[src/rtl/enemy_hit_receiver.sv]
// ============================================================================
// Module   : enemy_hit_receiver
// Brief    : Decides whether the player attack strikes one enemy and tracks
//            that enemy's health, invulnerability and death sequence.
//            Optional macro ATTACK_EDGE_ONLY_EN: one hit per attack press.
// Revision : 1.0 - initial release
// ============================================================================
`default_nettype none

module enemy_hit_receiver #(
    parameter int SHORT         = 16,
    parameter int LONG          = 80,
    parameter int ENEMY_SIZE    = 20,
    parameter int MAX_HEALTH    = 100,
    parameter int DAMAGE        = 25,
    parameter int INVULN_FRAMES = 30,
    parameter int DEATH_FRAMES  = 45
) (
    input  logic       Clk,
    input  logic       Reset,
    input  logic       game_frame_clk_rising_edge,
    input  logic       Spawn,
    input  logic       Attack_On,
    input  logic [8:0] Attack_X,
    input  logic [8:0] Attack_Y,
    input  logic [1:0] Attack_Direction,
    input  logic [8:0] Enemy_X,
    input  logic [8:0] Enemy_Y,
    output logic [7:0] Enemy_Health,
    output logic [1:0] Enemy_State,
    output logic       Enemy_Alive,
    output logic       Flash,
    output logic       Hit_Pulse,
    output logic       Kill_Pulse
);

    localparam logic [1:0] S_IDLE   = 2'd0;
    localparam logic [1:0] S_ALIVE  = 2'd1;
    localparam logic [1:0] S_INVULN = 2'd2;
    localparam logic [1:0] S_DYING  = 2'd3;

    localparam logic [9:0] c_SHORT = 10'(SHORT);
    localparam logic [9:0] c_LONG  = 10'(LONG);
    localparam logic [9:0] c_ESIZE = 10'(ENEMY_SIZE);
    localparam logic [7:0] c_MAXH  = 8'(MAX_HEALTH);
    localparam logic [7:0] c_DMG   = 8'(DAMAGE);
    localparam logic [5:0] c_INV   = 6'(INVULN_FRAMES);
    localparam logic [5:0] c_DEATH = 6'(DEATH_FRAMES);

    logic [1:0] r_state;
    logic [7:0] r_health;
    logic [5:0] r_cnt;
    logic       r_hit;
    logic       r_kill;

    logic [9:0] w_ax, w_ay, w_ex, w_ey;
    logic       w_overlap;
    logic       w_hit_req;

    assign w_ax = {1'b0, Attack_X};
    assign w_ay = {1'b0, Attack_Y};
    assign w_ex = {1'b0, Enemy_X};
    assign w_ey = {1'b0, Enemy_Y};

    // Comparisons only (no subtraction) so 9-bit positions never underflow.
    always_comb begin
        w_overlap = 1'b0;
        case (Attack_Direction)
            2'd0: w_overlap = (w_ax < w_ex + c_ESIZE) && (w_ex < w_ax + c_SHORT) &&
                              (w_ay < w_ey + c_ESIZE) && (w_ey < w_ay + c_LONG);
            2'd1: w_overlap = (w_ex < w_ax) && (w_ax < w_ex + c_ESIZE + c_LONG) &&
                              (w_ay < w_ey + c_ESIZE) && (w_ey < w_ay + c_SHORT);
            2'd2: w_overlap = (w_ax < w_ex + c_ESIZE) && (w_ex < w_ax + c_SHORT) &&
                              (w_ey < w_ay) && (w_ay < w_ey + c_ESIZE + c_LONG);
            default: w_overlap = (w_ax < w_ex + c_ESIZE) && (w_ex < w_ax + c_LONG) &&
                                 (w_ay < w_ey + c_ESIZE) && (w_ey < w_ay + c_SHORT);
        endcase
    end

`ifdef ATTACK_EDGE_ONLY_EN
    logic r_atk_prev;

    always_ff @(posedge Clk or posedge Reset) begin
        if (Reset)
            r_atk_prev <= 1'b0;
        else if (game_frame_clk_rising_edge)
            r_atk_prev <= Attack_On;
    end

    assign w_hit_req = Attack_On && !r_atk_prev && w_overlap;
`else
    assign w_hit_req = Attack_On && w_overlap;
`endif

    always_ff @(posedge Clk or posedge Reset) begin
        if (Reset) begin
            r_state  <= S_IDLE;
            r_health <= 8'd0;
            r_cnt    <= 6'd0;
            r_hit    <= 1'b0;
            r_kill   <= 1'b0;
        end else begin
            r_hit  <= 1'b0;
            r_kill <= 1'b0;
            if (Spawn) begin
                r_state  <= S_ALIVE;
                r_health <= c_MAXH;
                r_cnt    <= 6'd0;
            end else if (game_frame_clk_rising_edge) begin
                case (r_state)
                    S_ALIVE: begin
                        if (w_hit_req) begin
                            if (r_health > c_DMG) begin
                                r_health <= r_health - c_DMG;
                                r_hit    <= 1'b1;
                                r_cnt    <= c_INV;
                                r_state  <= S_INVULN;
                            end else begin
                                r_health <= 8'd0;
                                r_kill   <= 1'b1;
                                r_cnt    <= c_DEATH;
                                r_state  <= S_DYING;
                            end
                        end
                    end
                    S_INVULN: begin
                        if (r_cnt == 6'd1) begin
                            r_cnt   <= 6'd0;
                            r_state <= S_ALIVE;
                        end else begin
                            r_cnt <= r_cnt - 6'd1;
                        end
                    end
                    S_DYING: begin
                        if (r_cnt == 6'd1) begin
                            r_cnt   <= 6'd0;
                            r_state <= S_IDLE;
                        end else begin
                            r_cnt <= r_cnt - 6'd1;
                        end
                    end
                    default: ;
                endcase
            end
        end
    end

    assign Enemy_State  = r_state;
    assign Enemy_Health = r_health;
    assign Enemy_Alive  = (r_state == S_ALIVE) || (r_state == S_INVULN);
    assign Flash        = ((r_state == S_INVULN) || (r_state == S_DYING)) && r_cnt[1];
    assign Hit_Pulse    = r_hit;
    assign Kill_Pulse   = r_kill;

endmodule

`default_nettype wire
[config.mk]
export PLATFORM = sky130hd
export DESIGN_NAME = enemy_hit_receiver
export DESIGN_NICKNAME = d
export VERILOG_FILES = /design/src/rtl/enemy_hit_receiver.sv
export SDC_FILE = /design/constraint.sdc
export NUM_CORES = 1
export LEC_CHECK = 0
export CORE_MARGIN = 5
export CORE_UTILIZATION = 50
export DETAILED_ROUTE_END_ITERATION = 12
export PLACE_DENSITY = 0.76
export SYNTH_ARGS = -nofsm -noshare
export SYNTH_HDL_FRONTEND = slang
export SYNTH_SLANG_ARGS = --single-unit
[constraint.sdc]
create_clock -name Clk -period 2.5 [get_ports Clk]
set_clock_uncertainty 0.1 [all_clocks]
set_input_delay 0.375 -clock Clk [delete_from_list [all_inputs] [get_ports Clk]]
set_output_delay 0.375 -clock Clk [all_outputs]
set_load 0.005 [all_outputs]
==> impl_metrics.json, run 1 <==
{
  "status": "finished with violations",
  "violations": "negative setup slack",
  "yosysSeqAreaShare": 0.133,
  "synth_flop_cell": "dfrtp_1",
  "insertion_delay_ns": 0.26,
  "ys_seq_elements": 18,
  "avgSynthCellArea_um2": 7.85,
  "tightest_slew_ns": 0.744,
  "rsz0062_at_grt": "yes",
  "cts_tree": "built",
  "die_area_um2": 8530,
  "grt_pass1_wl_um": 18900,
  "hold_violations": 0,
  "hold_path.class": "input port to asynchronous set/reset pin",
  "netlist_top_cells_area": "ha_1, dfrtp_1, inv_1",
  "yosysUniqueCellTypes": 65,
  "cts_num_sinks": 18,
  "root_buffer": "clkbuf_8",
  "maxCapViolations": 0,
  "peakVddDrop_uv": 405,
  "fin_ws_ns": -0.918,
  "power.leakage_nw": 2.56,
  "power_density_nw_per_um2": 454,
  "path_max_fanout": 4,
  "std_cell_rows": 30,
  "start_util": 0.507,
  "area_growth_pct": 65.0,
  "crit_type": "input port to flip-flop",
  "via_count": 4161,
  "arrival_ns": 3.51,
  "coreArea_um2": 6680,
  "diodes": 0,
  "whs_ns": 0.433,
  "clk_pin_slew_ns": 0.08,
  "period_minus_slack_ns": 3.42,
  "crit_required_ns": 2.59,
  "drt_first_iter_violations": 303,
  "antenna_found_initial": 0,
  "postSynthCellCount": 432,
  "dp_hpwl_um": 8100,
  "finalInstanceArea_um2": 5590,
  "track_usage": 0.269,
  "slew_headroom": 0.504,
  "cts_buffers": 3,
  "first_pass_iters": 5,
  "finalMaxSlewViolations": 0,
  "final_layout_size_suffix_gt1_frac": 0.371,
  "nFillCells": 354,
  "final_core_util": 0.837,
  "grt_pass1_vias": 4026,
  "drtAntennaViolNets": 0,
  "wl_per_cell_um": 19.4,
  "yosys_warnings": 0,
  "synth_nets": 544,
  "overflow": 0,
  "wl_um": 13100,
  "cts_htree_levels": 1,
  "async_flop_share": 1.00,
  "vias_per_cell": 6.14,
  "synth_area_um2": 3390,
  "synth-edff-count": 0,
  "nets": 711,
  "io_pins": 57,
  "cts_max_path_buffers": 2,
  "finalCritPeriodShare": 1.37,
  "io_buffer_count": 56,
  "post-route-drc-count": 0,
  "totalNegativeSetupSlack_ns": -14.29,
  "place_area_um2": 4800,
  "end_kind": "flip-flop",
  "setup_viol": 18,
  "grt_max_degree": 19,
  "yosysTopAreaCell": "ha_1",
  "fp.dieW_um": 92.3,
  "die_h_um": 92.3,
  "synth_top_area_frac": 0.255,
  "max_freq_ghz": 0.293,
  "place.gp.congestion": 0.906,
  "cp-start-kind": "input port"
}
[cells by family (layout without fill, tap and decap cells)]
family / count (synthesis) / count (layout) / share of synthesized area
AO/OA/AOI/OAI: 118 / 118 / 0.253
XOR/XNOR: 27 / 27 / 0.0698
adder cells (fa/ha/maj): 69 / 69 / 0.255
buffers and inverters: 61 / 227 / 0.0742
flip-flops: 18 / 18 / 0.133
multiplexers: 5 / 5 / 0.0162
AND/OR/NAND/NOR: 134 / 134 / 0.199
[cells in the final DEF, fill, tap and decap left out, drive strengths merged, types with 6 or more instances in the layout]
| cell | n |
|---|---|
| nor3 | 11 |
| a21oi | 28 |
| o21ai | 32 |
| inv | 48 |
| nand2 | 30 |
| dlygate4sd2 | 6 |
| o211ai | 7 |
| nand4 | 7 |
| buf | 128 |
| nor2 | 32 |
| dfrtp | 18 |
| xnor2 | 20 |
| nand3 | 16 |
| or3 | 8 |
| xor2 | 7 |
| nand2b | 9 |
| ha | 69 |
| clkdlybuf4s50 | 38 |
[report_power, final]
part	leakage, nW	total, mW	switching (mW)	internal, mW
combinational	2.30	1.85	0.930	0.921
clock	0.0288	0.251	0.111	0.140
sequential	0.229	0.437	0.0859	0.351
[registers in the layout (all words and copies together) (netlist names)]
register	count
Enemy_Health	8
r_cnt	6
Enemy_State	2
Hit_Pulse	1
Kill_Pulse	1
[layer usage]
metal	vias to the layer above	GRT usage	part of all wire
met5	-	0	0
met4	0	0.109	0.051
met3	75	0.0317	0.070
met2	228	0.495	0.51
met1	1946	0.314	0.37
li1	1912	-	-
[cells in the mapped netlist, types with 7 or more instances]
library cell  number
o211ai_1           7
or3_1              8
nand2b_1           9
nand3_1           16
a21oi_1           27
ha_1              69
xor2_1             7
xnor2_1           20
dfrtp_1           18
nand4_1            7
nand2_1           30
o21ai_0           27
nor2_1            31
inv_1             48
nor3_1            11
[worst max-delay path: stages]
cell and delay (ns):
buf_12 0.11, a21oi_4 0.16, buf_12 0.14, nor2_4 0.05
xnor2_2 0.13, buf_4 0.15, ha_4 0.21, a211oi_2 0.28
buf_4 0.16, o211a_1 0.21, nor2_1 0.10, nor4_1 0.38
o311a_4 0.29, o21ai_4 0.08, buf_6 0.14, or3_4 0.38
a21oi_2 0.16
[area by class of cell]
| cell class | instances | area [µm²] | share of cell area |
|---|---|---|---|
| multi-input combinational | 353 | 3230 | 0.577 |
| timing repair buffer | 175 | 1580 | 0.283 |
| sequential | 18 | 450 | 0.0805 |
| inverter | 48 | 180 | 0.0322 |
| tap | 80 | 100 | 0.0179 |
| clock buffer | 4 | 55.1 | 0.00984 |
[worst paths after layout]
| kind | from | cells after the start | end | slack (ns) |
|---|---|---|---|---|
| max | Enemy_Y[2] | 17 | Enemy_Health[3] | -0.92 |
| min | Reset | 2 | Hit_Pulse | 0.43 |
| max reg2reg | Enemy_State[1] | 7 | Enemy_Health[3] | 0.42 |
| min reg2reg | r_cnt[1] | 2 | r_cnt[1] | 0.44 |
| max in group asynchronous | Reset | 2 | Enemy_State[1] | 1.40 |
| min in group Clk | r_cnt[1] | 2 | r_cnt[1] | 0.44 |
[stage by stage]
step                      total power [mW]  setup WS [ns]  cells
after global routing                  2.72         -0.984    678
after CTS                             2.35         -0.756    671
after floorplan                       1.38         -0.774    432
final                                 2.54         -0.918    678
after detailed placement              1.93          -1.54    642
after global placement                1.87          -1.41    642
[timing repair]
| item | CTS | global route |
|---|---|---|
| buffers inserted | 25 | 9 |
| gates cloned | 1 | 0 |
| pin swaps | 54 | 43 |
| endpoints found under the setup margin | 18 | 18 |
| hold buffers | 0 | 0 |
| resized for setup | 117 | 50 |
| endpoints found under the hold margin | 0 | 0 |
Note: power is estimated with default switching activity, not from simulation.
==> inputs of run 2 (changes only) <==
- CAP_MARGIN: not set -> 20
==> results of run 2 <==
The final DEF is identical to that of run 1; final timing and power are the same.
==> inputs of run 3 (changes only) <==
- PLACE_DENSITY: 0.76 -> 0.79
- clock period: 2.5 -> 2.95 ns (I/O delays scaled with it)
==> impl_metrics.json, run 3 (synthesis gave the netlist of run 1 again) <==
{
  "cp_slowest_cell": "and3_4",
  "final_cell_mix": "buf_4, ha_1, inv_1",
  "finalCritPeriodShare": 1.17,
  "grt_max_degree": 19,
  "drtAntennaViolNets": 0,
  "crit_required_ns": 3.04,
  "final_layout_size_suffix_gt1_frac": 0.326,
  "rsz0062_at_grt": "yes",
  "ctsHoldBuffers": 0,
  "area_growth_pct": 55.6,
  "slew_headroom": 0.515,
  "dp_cells": 640,
  "clk_pin_slew_ns": 0.08,
  "critPathCapture": "Enemy_State[0]",
  "place.gp.congestion": 0.844,
  "wl_um": 12000,
  "maxCapViolations": 0,
  "worstPathCellList": "buf_8, buf_6, a21oi_4, xnor2_2, ha_2, nor2_1, nor2_1, xnor2_1, ha_1, buf_4, a21oi_1, o21ai_0, a31oi_1, a21oi_2, o211ai_1, and3_4, o31ai_4, buf_4, a211o_1, a22oi_2",
  "whs_ns": 0.470,
  "violations": "negative setup slack",
  "fin_ws_ns": -0.503,
  "fp.dieW_um": 92.3,
  "grt_pass1_wl_um": 18900,
  "drt_first_iter_violations": 200,
  "tightest_slew_ns": 0.727,
  "cts_num_sinks": 18,
  "cts_max_path_buffers": 2,
  "reg2regPathDepth": 7,
  "status": "finished with violations",
  "largest_reg_flops": 8,
  "arrival_ns": 3.54,
  "root_buffer": "clkbuf_8",
  "layout_commonest_cell": "buf_4",
  "finalMaxSlewViolations": 0,
  "crit_type": "input port to flip-flop",
  "place_ws_ns": -1.16,
  "period_minus_slack_ns": 3.45,
  "setup_viol": 18,
  "critPathMaxStageDelay_ns": 0.31,
  "dp_hpwl_um": 8160,
  "die_h_um": 92.3,
  "via_count": 4036,
  "hold_path.class": "flip-flop to flip-flop",
  "diodes": 0,
  "start_util": 0.507,
  "end_kind": "flip-flop",
  "peakVddDrop_uv": 320,
  "std_cell_rows": 30,
  "antenna_found_initial": 0,
  "io_buffer_count": 56,
  "grt_pass1_vias": 4264,
  "nets": 700,
  "track_usage": 0.265,
  "rr_endpoint": "Enemy_Health[1]",
  "startpoint": "Enemy_X[3]",
  "cts_htree_levels": 1,
  "die_area_um2": 8530,
  "overflow": 0,
  "post-route-drc-count": 0,
  "power.leakage_nw": 2.44,
  "cts_tree": "built",
  "hold_violations": 0,
  "total_power_mw": 2.02,
  "fin_cells": 666,
  "io_pins": 57,
  "wl_per_cell_um": 18.0,
  "nFillCells": 405,
  "path_max_fanout": 6,
  "max_freq_ghz": 0.290,
  "r2r-start": "Enemy_Health[0]",
  "cts_buffers": 3,
  "vias_per_cell": 6.06,
  "r2r_slack_ns": 0.87,
  "coreArea_um2": 6680,
  "cp-start-kind": "input port",
  "insertion_delay_ns": 0.27,
  "first_pass_iters": 5,
  "power_density_nw_per_um2": 383
}
==> run 3: how the worst min path moves through the flow <==
stage | cells past startpoint | from | slack, ns | endpoint
floorplan | 1 | Reset | 0.28 | Enemy_Health[0]
global placement | 2 | r_cnt[1] | 0.42 | r_cnt[1]
detailed placement | 2 | r_cnt[1] | 0.44 | r_cnt[1]
CTS | 2 | r_cnt[1] | 0.46 | r_cnt[1]
global route | 2 | Enemy_Health[6] | 0.51 | Enemy_Health[6]
finish | 2 | r_cnt[1] | 0.47 | r_cnt[1]
==> run 3: per-stage QoR <==
step | TNS [ns] | util | cell area (µm²)
after floorplan | -4.92 | - | 3580
after global placement | -17.39 | 0.716 | 4780
after detailed placement | -19.43 | 0.716 | 4780
after CTS | -6.10 | 0.773 | 5160
after global routing | -9.45 | 0.790 | 5280
final | -7.29 | 0.790 | 5280
==> run 3: routing by layer <==
layer | vias to the layer above | global-route usage | share of wire
met5 | - | 0 | 0
met4 | 0 | 0.123 | 0.043
met3 | 63 | 0.0374 | 0.055
met2 | 181 | 0.480 | 0.51
met1 | 1903 | 0.306 | 0.39
li1 | 1889 | - | -
==> run 3: layout make-up <==
class | count | area [µm²] | share of cell area
Clock buffer | 3 | 41.3 | 0.00783
Inverter | 48 | 180 | 0.0342
Multi-Input combinational cell | 354 | 3080 | 0.584
Sequential cell | 18 | 450 | 0.0854
Tap cell | 80 | 100 | 0.0190
Timing Repair Buffer | 163 | 1420 | 0.270
==> run 3: power breakdown <==
part	internal [mW]	leakage, nW	switching, mW	total [mW]
sequential	0.297	0.229	0.0707	0.368
clock	0.0913	0.0216	0.0937	0.185
combinational	0.730	2.19	0.735	1.46
==> run 3: critical path, delay by kind of cell <==
kind	cells	cell delay [ns]
buffers and inverters	4	0.50
XOR/XNOR	2	0.28
AO/OA/AOI/OAI	9	1.37
adder cells (fa/ha/maj)	2	0.47
AND/OR/NAND/NOR	3	0.46
==> run 3: timing repair <==
| item | CTS | global route |
|---|---|---|
| setup endpoints to repair | 18 | 18 |
| buffers inserted | 21 | 3 |
| cloned | 1 | 0 |
| gates resized for setup | 90 | 24 |
| pin swaps | 43 | 26 |
